<file path="config.mk">
export PLATFORM = sky130hd
export DESIGN_NAME = spi_flash_arb
export DESIGN_NICKNAME = d
export VERILOG_FILES = /design/src/rtl/spi_flash_pkg.sv /design/src/rtl/spi_rr_arb.sv /design/src/rtl/spi_flash_arb.sv
export SDC_FILE = /design/constraint.sdc
export NUM_CORES = 1
export LEC_CHECK = 0
export BUFFER_PORTS_ARGS = -buffer_cell sky130_fd_sc_hd__buf_2
export CORE_ASPECT_RATIO = 1.2
export CORE_MARGIN = 5
export CORE_UTILIZATION = 50
export DETAILED_ROUTE_END_ITERATION = 8
export GPL_TIMING_DRIVEN = 0
export PLACE_DENSITY = 0.77
export SLEW_MARGIN = 10
export SYNTH_ARGS = -nofsm -noshare
export SYNTH_HDL_FRONTEND = slang
export SYNTH_SLANG_ARGS = --single-unit
</file>
<file path="constraint.sdc">
create_clock -name clk -period 2.8 [get_ports clk]
set_input_delay 0.56 -clock clk [delete_from_list [all_inputs] [get_ports clk]]
set_output_delay 0.56 -clock clk [all_outputs]
set_load 0.01 [all_outputs]
</file>
<file path="src/rtl/spi_flash_pkg.sv">
// Shared definitions for the SPI flash arbiter: FSM state encoding, fixed bytes,
// watchdog limit and the read-length clamp helper.
package spi_flash_pkg;

  typedef enum logic [2:0] {
    ST_IDLE,
    ST_ARB,
    ST_CMD,
    ST_READ,
    ST_GAP
  } arb_state_t;

  localparam logic [7:0] DUMMY_BYTE    = 8'h00;
  localparam logic [7:0] OP_READ_ID    = 8'h9F;
  localparam int         TIMEOUT_LIMIT = 1024;
  localparam int         TIMEOUT_W     = $clog2(TIMEOUT_LIMIT);

  function automatic logic [3:0] clamp_len(input logic [3:0] len, input logic [3:0] max_len);
    return (len > max_len) ? max_len : len;
  endfunction

endpackage

</file>
<file path="src/rtl/spi_rr_arb.sv">
// Two-way round-robin arbiter with a one-hot grant; a tie goes to whichever
// requester was not granted last, and reset favours A.
module spi_rr_arb
  import spi_flash_pkg::*;
(
  input  logic       clk,
  input  logic       rst,
  input  logic [1:0] i_req,
  input  logic       i_update,
  output logic [1:0] o_grant
);

  logic r_ptr_b;

  always_comb begin
    o_grant = 2'b00;
    if (i_req[0] && !(i_req[1] && r_ptr_b)) begin
      o_grant = 2'b01;
    end else if (i_req[1]) begin
      o_grant = 2'b10;
    end
  end

  // After granting A the next tie belongs to B, and vice versa.
  always_ff @(posedge clk or posedge rst) begin
    if (rst) begin
      r_ptr_b <= 1'b0;
    end else if (i_update && (o_grant != 2'b00)) begin
      r_ptr_b <= o_grant[0];
    end
  end

endmodule

</file>
<file path="src/rtl/spi_flash_arb.sv">
// Arbitrates two requesters onto one SPI flash byte engine and owns cs_n.
// Define SPI_ARB_TIMEOUT_EN to add the eng_done watchdog and the sticky err flag.
module spi_flash_arb
  import spi_flash_pkg::*;
#(
  parameter int CS_GAP = 4,
  parameter int MAX_RD = 8
) (
  input  logic       clk,
  input  logic       rst,
  input  logic       req_a,
  input  logic       req_b,
  input  logic [7:0] cmd_a,
  input  logic [7:0] cmd_b,
  input  logic [3:0] len_a,
  input  logic [3:0] len_b,
  output logic       gnt_a,
  output logic       gnt_b,
  output logic       done_a,
  output logic       done_b,
  output logic       rd_valid,
  output logic       rd_owner,
  output logic [7:0] rd_byte,
  output logic       eng_start,
  output logic [7:0] eng_tx,
  input  logic       eng_done,
  input  logic [7:0] eng_rx,
  output logic       cs_n,
  output logic       err
);

  localparam logic [3:0] GAP_LOAD = 4'(CS_GAP - 1);
  localparam logic [3:0] MAX_LEN  = 4'(MAX_RD);

  arb_state_t r_state, w_state_next;

  logic [3:0] r_gap_cnt, w_gap_next;
  logic [3:0] r_len, w_len_next;
  logic       r_owner, w_owner_next;
  logic       r_inflight, w_inflight_next;
  logic       r_gnt_a, r_gnt_b, r_done_a, r_done_b;
  logic       r_rd_valid, r_rd_owner, r_eng_start, r_cs_n;
  logic [7:0] r_rd_byte, r_eng_tx;
  logic       w_gnt_a, w_gnt_b, w_done_a, w_done_b;
  logic       w_rd_valid, w_rd_owner, w_eng_start, w_cs_n;
  logic [7:0] w_rd_byte, w_eng_tx;
  logic [1:0] w_grant;
  logic       w_eng_ack, w_timeout, w_to_gap;

  spi_rr_arb u_rr_arb (
    .clk      (clk),
    .rst      (rst),
    .i_req    ({req_b, req_a}),
    .i_update (r_state == ST_ARB),
    .o_grant  (w_grant)
  );

  // Only an answer to a byte we actually launched counts; stray eng_done is ignored.
  assign w_eng_ack = r_inflight && eng_done;

  always_ff @(posedge clk or posedge rst) begin
    if (rst) begin
      r_state <= ST_IDLE;
    end else begin
      r_state <= w_state_next;
    end
  end

  always_comb begin
    w_state_next    = r_state;
    w_gap_next      = r_gap_cnt;
    w_len_next      = r_len;
    w_owner_next    = r_owner;
    w_inflight_next = r_inflight;
    w_gnt_a         = 1'b0;
    w_gnt_b         = 1'b0;
    w_done_a        = 1'b0;
    w_done_b        = 1'b0;
    w_rd_valid      = 1'b0;
    w_rd_byte       = r_rd_byte;
    w_rd_owner      = r_rd_owner;
    w_eng_start     = 1'b0;
    w_eng_tx        = r_eng_tx;
    w_cs_n          = r_cs_n;
    w_to_gap        = 1'b0;
    if (w_eng_ack) begin
      w_inflight_next = 1'b0;
    end
    unique case (r_state)
      ST_IDLE: begin
        if (req_a || req_b) begin
          w_state_next = ST_ARB;
        end
      end
      ST_ARB: begin
        if (w_grant != 2'b00) begin
          w_owner_next    = w_grant[1];
          w_rd_owner      = w_grant[1];
          w_gnt_a         = w_grant[0];
          w_gnt_b         = w_grant[1];
          w_len_next      = clamp_len(w_grant[1] ? len_b : len_a, MAX_LEN);
          w_eng_tx        = w_grant[1] ? cmd_b : cmd_a;
          w_eng_start     = 1'b1;
          w_inflight_next = 1'b1;
          w_cs_n          = 1'b0;
          w_state_next    = ST_CMD;
        end else begin
          w_state_next = ST_IDLE;
        end
      end
      ST_CMD: begin
        if (w_eng_ack) begin
          if (r_len != 4'd0) begin
            w_eng_start     = 1'b1;
            w_eng_tx        = DUMMY_BYTE;
            w_inflight_next = 1'b1;
            w_state_next    = ST_READ;
          end else begin
            w_to_gap = 1'b1;
          end
        end
      end
      ST_READ: begin
        if (w_eng_ack) begin
          w_rd_valid = 1'b1;
          w_rd_byte  = eng_rx;
          w_len_next = r_len - 4'd1;
          if (r_len == 4'd1) begin
            w_to_gap = 1'b1;
          end else begin
            w_eng_start     = 1'b1;
            w_eng_tx        = DUMMY_BYTE;
            w_inflight_next = 1'b1;
          end
        end
      end
      ST_GAP: begin
        if (r_gap_cnt == 4'd0) begin
          w_state_next = ST_IDLE;
        end else begin
          w_gap_next = r_gap_cnt - 4'd1;
        end
      end
      default: w_state_next = ST_IDLE;
    endcase
    if (w_timeout) begin
      w_to_gap        = 1'b1;
      w_inflight_next = 1'b0;
    end
    // Normal completion and watchdog abort leave through the same door.
    if (w_to_gap) begin
      w_state_next = ST_GAP;
      w_cs_n       = 1'b1;
      w_done_a     = ~r_owner;
      w_done_b     = r_owner;
      w_gap_next   = GAP_LOAD;
    end
  end

  always_ff @(posedge clk or posedge rst) begin
    if (rst) begin
      r_gap_cnt   <= 4'd0;
      r_len       <= 4'd0;
      r_owner     <= 1'b0;
      r_inflight  <= 1'b0;
      r_gnt_a     <= 1'b0;
      r_gnt_b     <= 1'b0;
      r_done_a    <= 1'b0;
      r_done_b    <= 1'b0;
      r_rd_valid  <= 1'b0;
      r_rd_owner  <= 1'b0;
      r_rd_byte   <= 8'h00;
      r_eng_start <= 1'b0;
      r_eng_tx    <= 8'h00;
      r_cs_n      <= 1'b1;
    end else begin
      r_gap_cnt   <= w_gap_next;
      r_len       <= w_len_next;
      r_owner     <= w_owner_next;
      r_inflight  <= w_inflight_next;
      r_gnt_a     <= w_gnt_a;
      r_gnt_b     <= w_gnt_b;
      r_done_a    <= w_done_a;
      r_done_b    <= w_done_b;
      r_rd_valid  <= w_rd_valid;
      r_rd_owner  <= w_rd_owner;
      r_rd_byte   <= w_rd_byte;
      r_eng_start <= w_eng_start;
      r_eng_tx    <= w_eng_tx;
      r_cs_n      <= w_cs_n;
    end
  end

`ifdef SPI_ARB_TIMEOUT_EN
  logic [TIMEOUT_W-1:0] r_wd;
  logic                 r_err;

  assign w_timeout = r_inflight && !eng_done && (r_wd == TIMEOUT_W'(TIMEOUT_LIMIT - 1));

  // The watchdog restarts with every launched byte and idles when nothing is outstanding.
  always_ff @(posedge clk or posedge rst) begin
    if (rst) begin
      r_wd  <= '0;
      r_err <= 1'b0;
    end else begin
      r_wd  <= (w_eng_start || !r_inflight) ? '0 : r_wd + 1'b1;
      r_err <= r_err | w_timeout;
    end
  end

  assign err = r_err;
`else
  assign w_timeout = 1'b0;
  assign err       = 1'b0;
`endif

  assign gnt_a     = r_gnt_a;
  assign gnt_b     = r_gnt_b;
  assign done_a    = r_done_a;
  assign done_b    = r_done_b;
  assign rd_valid  = r_rd_valid;
  assign rd_owner  = r_rd_owner;
  assign rd_byte   = r_rd_byte;
  assign eng_start = r_eng_start;
  assign eng_tx    = r_eng_tx;
  assign cs_n      = r_cs_n;

endmodule

</file>
After elaboration in Yosys (flattened, before gate mapping)
Cells that the tools add are included.

Register bits after elaboration: 37. Latch bits: 0. Bits in writable memories: 0. Bits in read-only memories: 0. Output and inout bits: 25. Word-level logic and storage cells: 110. Memories kept: 0.

Add/sub/neg operators: 2. $mul: 0. Div/mod/pow operators: 0. $lt $le $gt $ge: 1. Equality and inequality tests: 16. Shift operators: 0. Mux-type cells: 53. Bitwise gates (word level): 1. Reduce and logical (&&, ||, !) cells: 22.

Operators with widths (number): two-way mux 8 bit (6); two-way mux 4 bit (7); two-way mux 1 bit (26); case mux 8 bit (3 select lines) (1); two-way mux 3 bit (5); case mux 3 bit (5 select lines) (1); != test 2 bit (second input constant) (7); != test 3 bit (second input constant) (4); nonzero test 2 bit (5); case mux 4 bit (2 select lines) (1); AND reduction 2 bit (4); subtractor 4 x 1 -> 4 bit (second input constant) (2); equality test 3 x 2 -> 1 bit (second input constant) (2); two-way mux 2 bit (3); case mux 1 bit (3 select lines) (2); AND reduction 6 bit (1); AND reduction 5 bit (1); equality test 4 x 1 -> 1 bit (second input constant) (1); > comparator 4 bit (second input constant) (1); logical AND 1 bit (4); logical NOT 4 bit (1); nonzero test 4 bit (1); equality test 3 x 1 -> 1 bit (second input constant) (1); equality test 3 bit (second input constant) (1); other kinds (7) (7).

Logic depth before layout (Yosys ltp)
Depth after elaboration: 9. Mapped depth: 6. Mapped depth without buffers: 6.

By module
A second synthesis with hierarchy kept.

Cells, all modules: 161. Area, all modules: 1816.7 sq um.

Modules (own cells, without submodules): spi_flash_arb (times used 1, cells each 154, area each 1757.9 sq um, seq. area each 902.1 sq um); spi_rr_arb (times used 1, cells each 7, area each 58.8 sq um, seq. area each 25.0 sq um).

Least setup slack after synthesis
OpenSTA, ideal clock, no wires.

Path kind: input-to-reg. From: in req_b. To: reg r_state[1]. Arrival time: 1488 ps. Required time: 2657 ps. Setup slack: 1169 ps. Stages on the path: 4. Path through: clkbuf_1 > o21ai_1 > clkbuf_1 > o21ai_0.

Word-level cells in the longest chain between the ends: 8. Elaborated cells on any way between the ends: 12. Classes of those cells: 1 x eq/ne; 5 x mux; 6 x reduce/logical.

RTL lines: from (decl) (line spi_flash_arb.sv:12) `input logic req_b,`; logical AND 1 bit (line spi_rr_arb.sv:17) `if (i_req[0] && !(i_req[1] && r_ptr_b)) begin`; logical NOT 1 bit (line spi_rr_arb.sv:17); logical AND 1 bit (line spi_rr_arb.sv:17); two-way mux 2 bit (line spi_rr_arb.sv:17); nonzero test 2 bit (line spi_flash_arb.sv:96) `if (w_grant != 2'b00) begin`; two-way mux 2 bit (line spi_flash_arb.sv:96); case mux 3 bit (5 select lines) (line spi_flash_arb.sv:89) `unique case (r_state)`; two-way mux 3 bit (line spi_flash_arb.sv:151) `if (w_to_gap) begin`; to (signal assigned) (line spi_flash_arb.sv:65) `r_state <= w_state_next;`; to (decl) (line spi_flash_arb.sv:35) `arb_state_t r_state, w_state_next;`.

Parallel ways exist; a longest one is shown, timed or not. A chain may end at the register's enable or synchronous reset.

Worst setup path after layout
Ends and elaborated chain as after synthesis.

==> metrics.log <==
INFO  metric detail_route.wl_per_cell = between 10 and 15 um
INFO  metric worst_path_dominant_cell_family = buffers and inverters
INFO  metric fillCellCount = 299
INFO  metric detailed_place_hpwl = between 3 and 4 mm
INFO  metric leakagePower = roughly 0.0012 uW
INFO  metric design.core.area = between 3000 and 4000 sq um
INFO  metric final_period_minus_worst_setup_slack = 1.87 ns
INFO  metric clk_pin_slew = 0.08 ns
INFO  metric maxCapViolations = 0
INFO  metric synth_ff_type = sky130_fd_sc_hd__dfrtp_1
INFO  metric ys_ff_latch = 37
INFO  metric synth.lib_cells_used.distinct = between 40 and 50
INFO  metric tightest_slew = 0.755 ns
INFO  metric grt_first_pass_wirelength = 7.45 mm
INFO  metric cts_setup_buffers = 0
INFO  metric largest_cells_by_area_after_synthesis = sky130_fd_sc_hd__dfrtp_1 (48%), sky130_fd_sc_hd__mux2_2 (4.8%), sky130_fd_sc_hd__mux2i_1 (4.3%), sky130_fd_sc_hd__ha_1 (3.4%), sky130_fd_sc_hd__o2bb2ai_1 (3.3%)
INFO  metric cpPeakStageDelay = 0.53 ns
INFO  metric max_slew_margin = 0.496
INFO  metric clk_path_buf_depth = 2
INFO  metric yosysWarnings = 0
INFO  metric report.power.total = about 2200 uW
INFO  metric groute.usage.overall = 0.186
INFO  metric worst_ep_arrival_time = 2.02 ns
INFO  metric series_of_cell_instances_along_the_critical_path = buf_2 > clkbuf_1 > o21ai_1 > clkbuf_1 > o21ai_0
INFO  metric synth-edff-count = 0
INFO  metric drt_drc_violations_left = 0
INFO  metric final_cells = 287
INFO  metric area_growth_syn_to_layout = 25.5%
INFO  metric report.final.setup_viol = 0
INFO  metric power-per-cell-area = around 950 nW/um^2
INFO  metric critical_path_buf_inv_count = 3
INFO  metric post_detailed_route_via_to_cell_ratio = 5.35
INFO  metric timing.rr.end = eng_tx[7]
INFO  metric power.share.switching = 0.358
INFO  metric wl_met3 = between 200 and 300 um
INFO  metric detail_route.wirelength.met1 = 1.81 mm
INFO  metric io_buffer_count = 60
INFO  metric cell_taking_the_most_area_after_synthesis = sky130_fd_sc_hd__dfrtp_1
INFO  metric synth_cells = 167
INFO  metric post-synth-top-area-fraction = 0.483
INFO  metric grt_setup_unrepaired = no
INFO  metric fin_nets = 276
INFO  metric cellInternalPower = 1430 uW
INFO  metric tritoncts = done
INFO  metric yosys-top-cells-count = sky130_fd_sc_hd__dfrtp_1 (36), sky130_fd_sc_hd__nand2_1 (9), sky130_fd_sc_hd__nor2_1 (9)
INFO  metric top_layer = met4
INFO  metric antenna_found_initial = 0
INFO  metric detail-route-antenna-nets = 0
INFO  metric first_iter_violations = 73
INFO  metric grt_start_max_net_pins = 38
INFO  metric critical_path.startpoint_type = input port
INFO  metric pre_repair_dr_iteration_count = 4
INFO  metric layout_worst_path_cycle_share = 0.669
INFO  metric yosysSeqAreaShare = 0.497
INFO  metric io_pins = 62
INFO  metric globalplace.congestion = 0.855
INFO  metric routed-wl-met2 = around 2 mm
INFO  metric timing.final.max_slew_violations = 0
INFO  metric p_comb_frac = 0.394
INFO  metric cp.required = 2.94 ns
INFO  metric dr_total_vias = around 1500
INFO  metric detail_route.wirelength = about 4.2 mm
INFO  metric timing.clock.skew = 0.00756 ns
INFO  metric async_flop_share = 1.00
INFO  metric insertedDiodeCount = 0
INFO  metric run_status = finished, final reports clean
INFO  metric p_switching = 798 uW
INFO  metric initial_utilization = 0.514
INFO  metric number_of_global_route_vias_before_repair = 1646
INFO  metric mean_syn_cell_area = between 10 and 15 sq um
INFO  metric clk_pwr_share = 0.203
INFO  metric finalHoldWorstSlack = 0.406 ns
INFO  metric floorplan.die.width = about 66 um
INFO  metric drive_gt1_frac = 0.374
INFO  metric yosys.cell_count.top_type = sky130_fd_sc_hd__dfrtp_1
INFO  metric final-hold-violation-count = 0
INFO  metric pwr-share-seq = 0.403
INFO  metric placedCellCount = 279
INFO  metric dieHeight = between 70 and 80 um
INFO  metric max_clock_freq = 534 MHz
INFO  metric depth_of_the_worst_register_to_register_path = 6
INFO  metric fin_setup_tns = 0 ns
INFO  metric mappedNetlistNets = 209
INFO  metric total_number_of_h_tree_levels = 2
INFO  metric syn-cell-area = 1870 sq um
INFO  metric clk-insertion-delay-late = 0.29 ns
INFO  metric clock_sink_count = 37
INFO  metric numCtsBuffers = 5
INFO  metric max-vdd-ir-drop = 0.000614 V
INFO  metric timing.critical_path.fanout_max = 10
INFO  metric cell_at_the_root_of_the_clock_tree = sky130_fd_sc_hd__clkbuf_8
INFO  metric die_area = 5060 sq um
INFO  metric hold_buffers = 0
INFO  metric criticalPathCategory = input port to flop
INFO  metric worst-r2r-setup-slack = 0.98 ns
INFO  metric globalRouteOverflowTotal = 0
INFO  metric worst_path_most_repeated_cell = sky130_fd_sc_hd__clkbuf_1
INFO  metric worstReg2RegStart = r_len[0]
INFO  metric critPathCaptureType = flop
INFO  metric floorplan.rows = 24
INFO  metric cts_repair_resized_insts = 0
INFO  metric path_type_of_the_worst_min_delay_path = input port to asynchronous set/reset pin
INFO  metric worst_path_max_delay_cell = sky130_fd_sc_hd__o21ai_1
==> layer usage <==
layer  up-vias  global-route usage
met5         -                   0
met4         0              0.0664
met3        11              0.0482
met2        58               0.303
met1       733               0.234
li1        734                   -
==> registers in the layout, indices dropped and copies added (netlist names) <==
signal and cells:
eng_tx 8, r_state 3, r_gap_cnt 4, u_rr_arb.r_ptr_b 1, gnt_b 1, eng_start 1, rd_owner 1, rd_valid 1
gnt_a 1, rd_byte 8, cs_n 1, r_inflight 1, done_b 1, done_a 1, r_len 4
==> metrics by stage <==
stage / worst slack (ns) / cell area [sq um] / util
5_1_grt: 0.717 / 2340 / 0.645
6_report: 0.927 / 2340 / 0.645
4_1_cts: 0.915 / 2340 / 0.645
2_1_floorplan: 1.17 / 1870 / -
3_3_place_gp: 0.626 / 2230 / 0.614
3_5_place_dp: 0.635 / 2230 / 0.614
==> cells in the final DEF, fill, tap and decap left out, types with 2 or more instances in the layout <==
| master | synthesis | final |
|---|---|---|
| sky130_fd_sc_hd__buf_2 | 1 | 61 |
| sky130_fd_sc_hd__nor2_1 | 9 | 9 |
| sky130_fd_sc_hd__dfrtp_1 | 36 | 36 |
| sky130_fd_sc_hd__clkbuf_1 | 3 | 4 |
| sky130_fd_sc_hd__nand2_1 | 9 | 9 |
| sky130_fd_sc_hd__or3_1 | 2 | 2 |
| sky130_fd_sc_hd__clkbuf_8 | 0 | 5 |
| sky130_fd_sc_hd__a211o_1 | 2 | 2 |
| sky130_fd_sc_hd__nand3_1 | 4 | 4 |
| sky130_fd_sc_hd__and3_1 | 2 | 2 |
| sky130_fd_sc_hd__buf_6 | 2 | 2 |
| sky130_fd_sc_hd__o2bb2ai_1 | 7 | 7 |
| sky130_fd_sc_hd__mux2_2 | 8 | 8 |
| sky130_fd_sc_hd__a21o_1 | 3 | 3 |
| sky130_fd_sc_hd__ha_1 | 5 | 5 |
| sky130_fd_sc_hd__nand3b_1 | 2 | 2 |
| sky130_fd_sc_hd__a21oi_1 | 8 | 8 |
| sky130_fd_sc_hd__mux2i_1 | 8 | 8 |
| sky130_fd_sc_hd__nand2b_1 | 3 | 3 |
| sky130_fd_sc_hd__nor2b_1 | 3 | 3 |
| sky130_fd_sc_hd__o21ai_0 | 7 | 7 |
| sky130_fd_sc_hd__nand4_1 | 3 | 3 |
| sky130_fd_sc_hd__xor2_1 | 2 | 2 |
| sky130_fd_sc_hd__o211ai_1 | 4 | 4 |
| sky130_fd_sc_hd__nor3b_1 | 2 | 2 |
| sky130_fd_sc_hd__inv_1 | 7 | 6 |
| sky130_fd_sc_hd__nor3_1 | 4 | 4 |
==> how the worst max path moves through the flow <==
stage / cells after the start / slack, ns / end / start
6_report: 5 / 0.93 / r_state[1] / req_b
5_1_grt: 5 / 0.72 / r_state[1] / req_b
4_1_cts: 5 / 0.91 / r_state[1] / req_b
3_5_place_dp: 5 / 0.63 / r_state[1] / req_b
3_3_place_gp: 5 / 0.63 / r_state[1] / req_b
2_1_floorplan: 4 / 1.17 / r_state[1] / req_b
==> power by group through the flow <==
stage | logic, uW | clock network (uW) | registers (uW)
3_5_place_dp | 883 | 0 | 901
5_1_grt | 979 | 492 | 934
3_3_place_gp | 864 | 0 | 898
2_1_floorplan | 542 | 0 | 950
6_report | 878 | 453 | 899
4_1_cts | 890 | 463 | 897
==> area by class of cell <==
cell class                 instances  area, sq um  area share
buffer                             7         46.3      0.0198
clock buffer                       6         72.6      0.0310
clock inverter                     2         38.8      0.0166
inverter                           7         26.3      0.0112
multi-input combinational        116          867       0.370
sequential                        37          927       0.396
tap                               52         65.1      0.0278
timing repair buffer              60          300       0.128
==> cells by family after synthesis <==
group	count (synthesis)	share of synthesized area
buf+inv	14	0.0389
compound gates	38	0.149
simple gates	52	0.167
other cells	1	0.00201
mux	17	0.0992
flops	37	0.497
fa+ha+maj	5	0.0335
xor+xnor	3	0.0141
(Power assumes the default switching activity.)
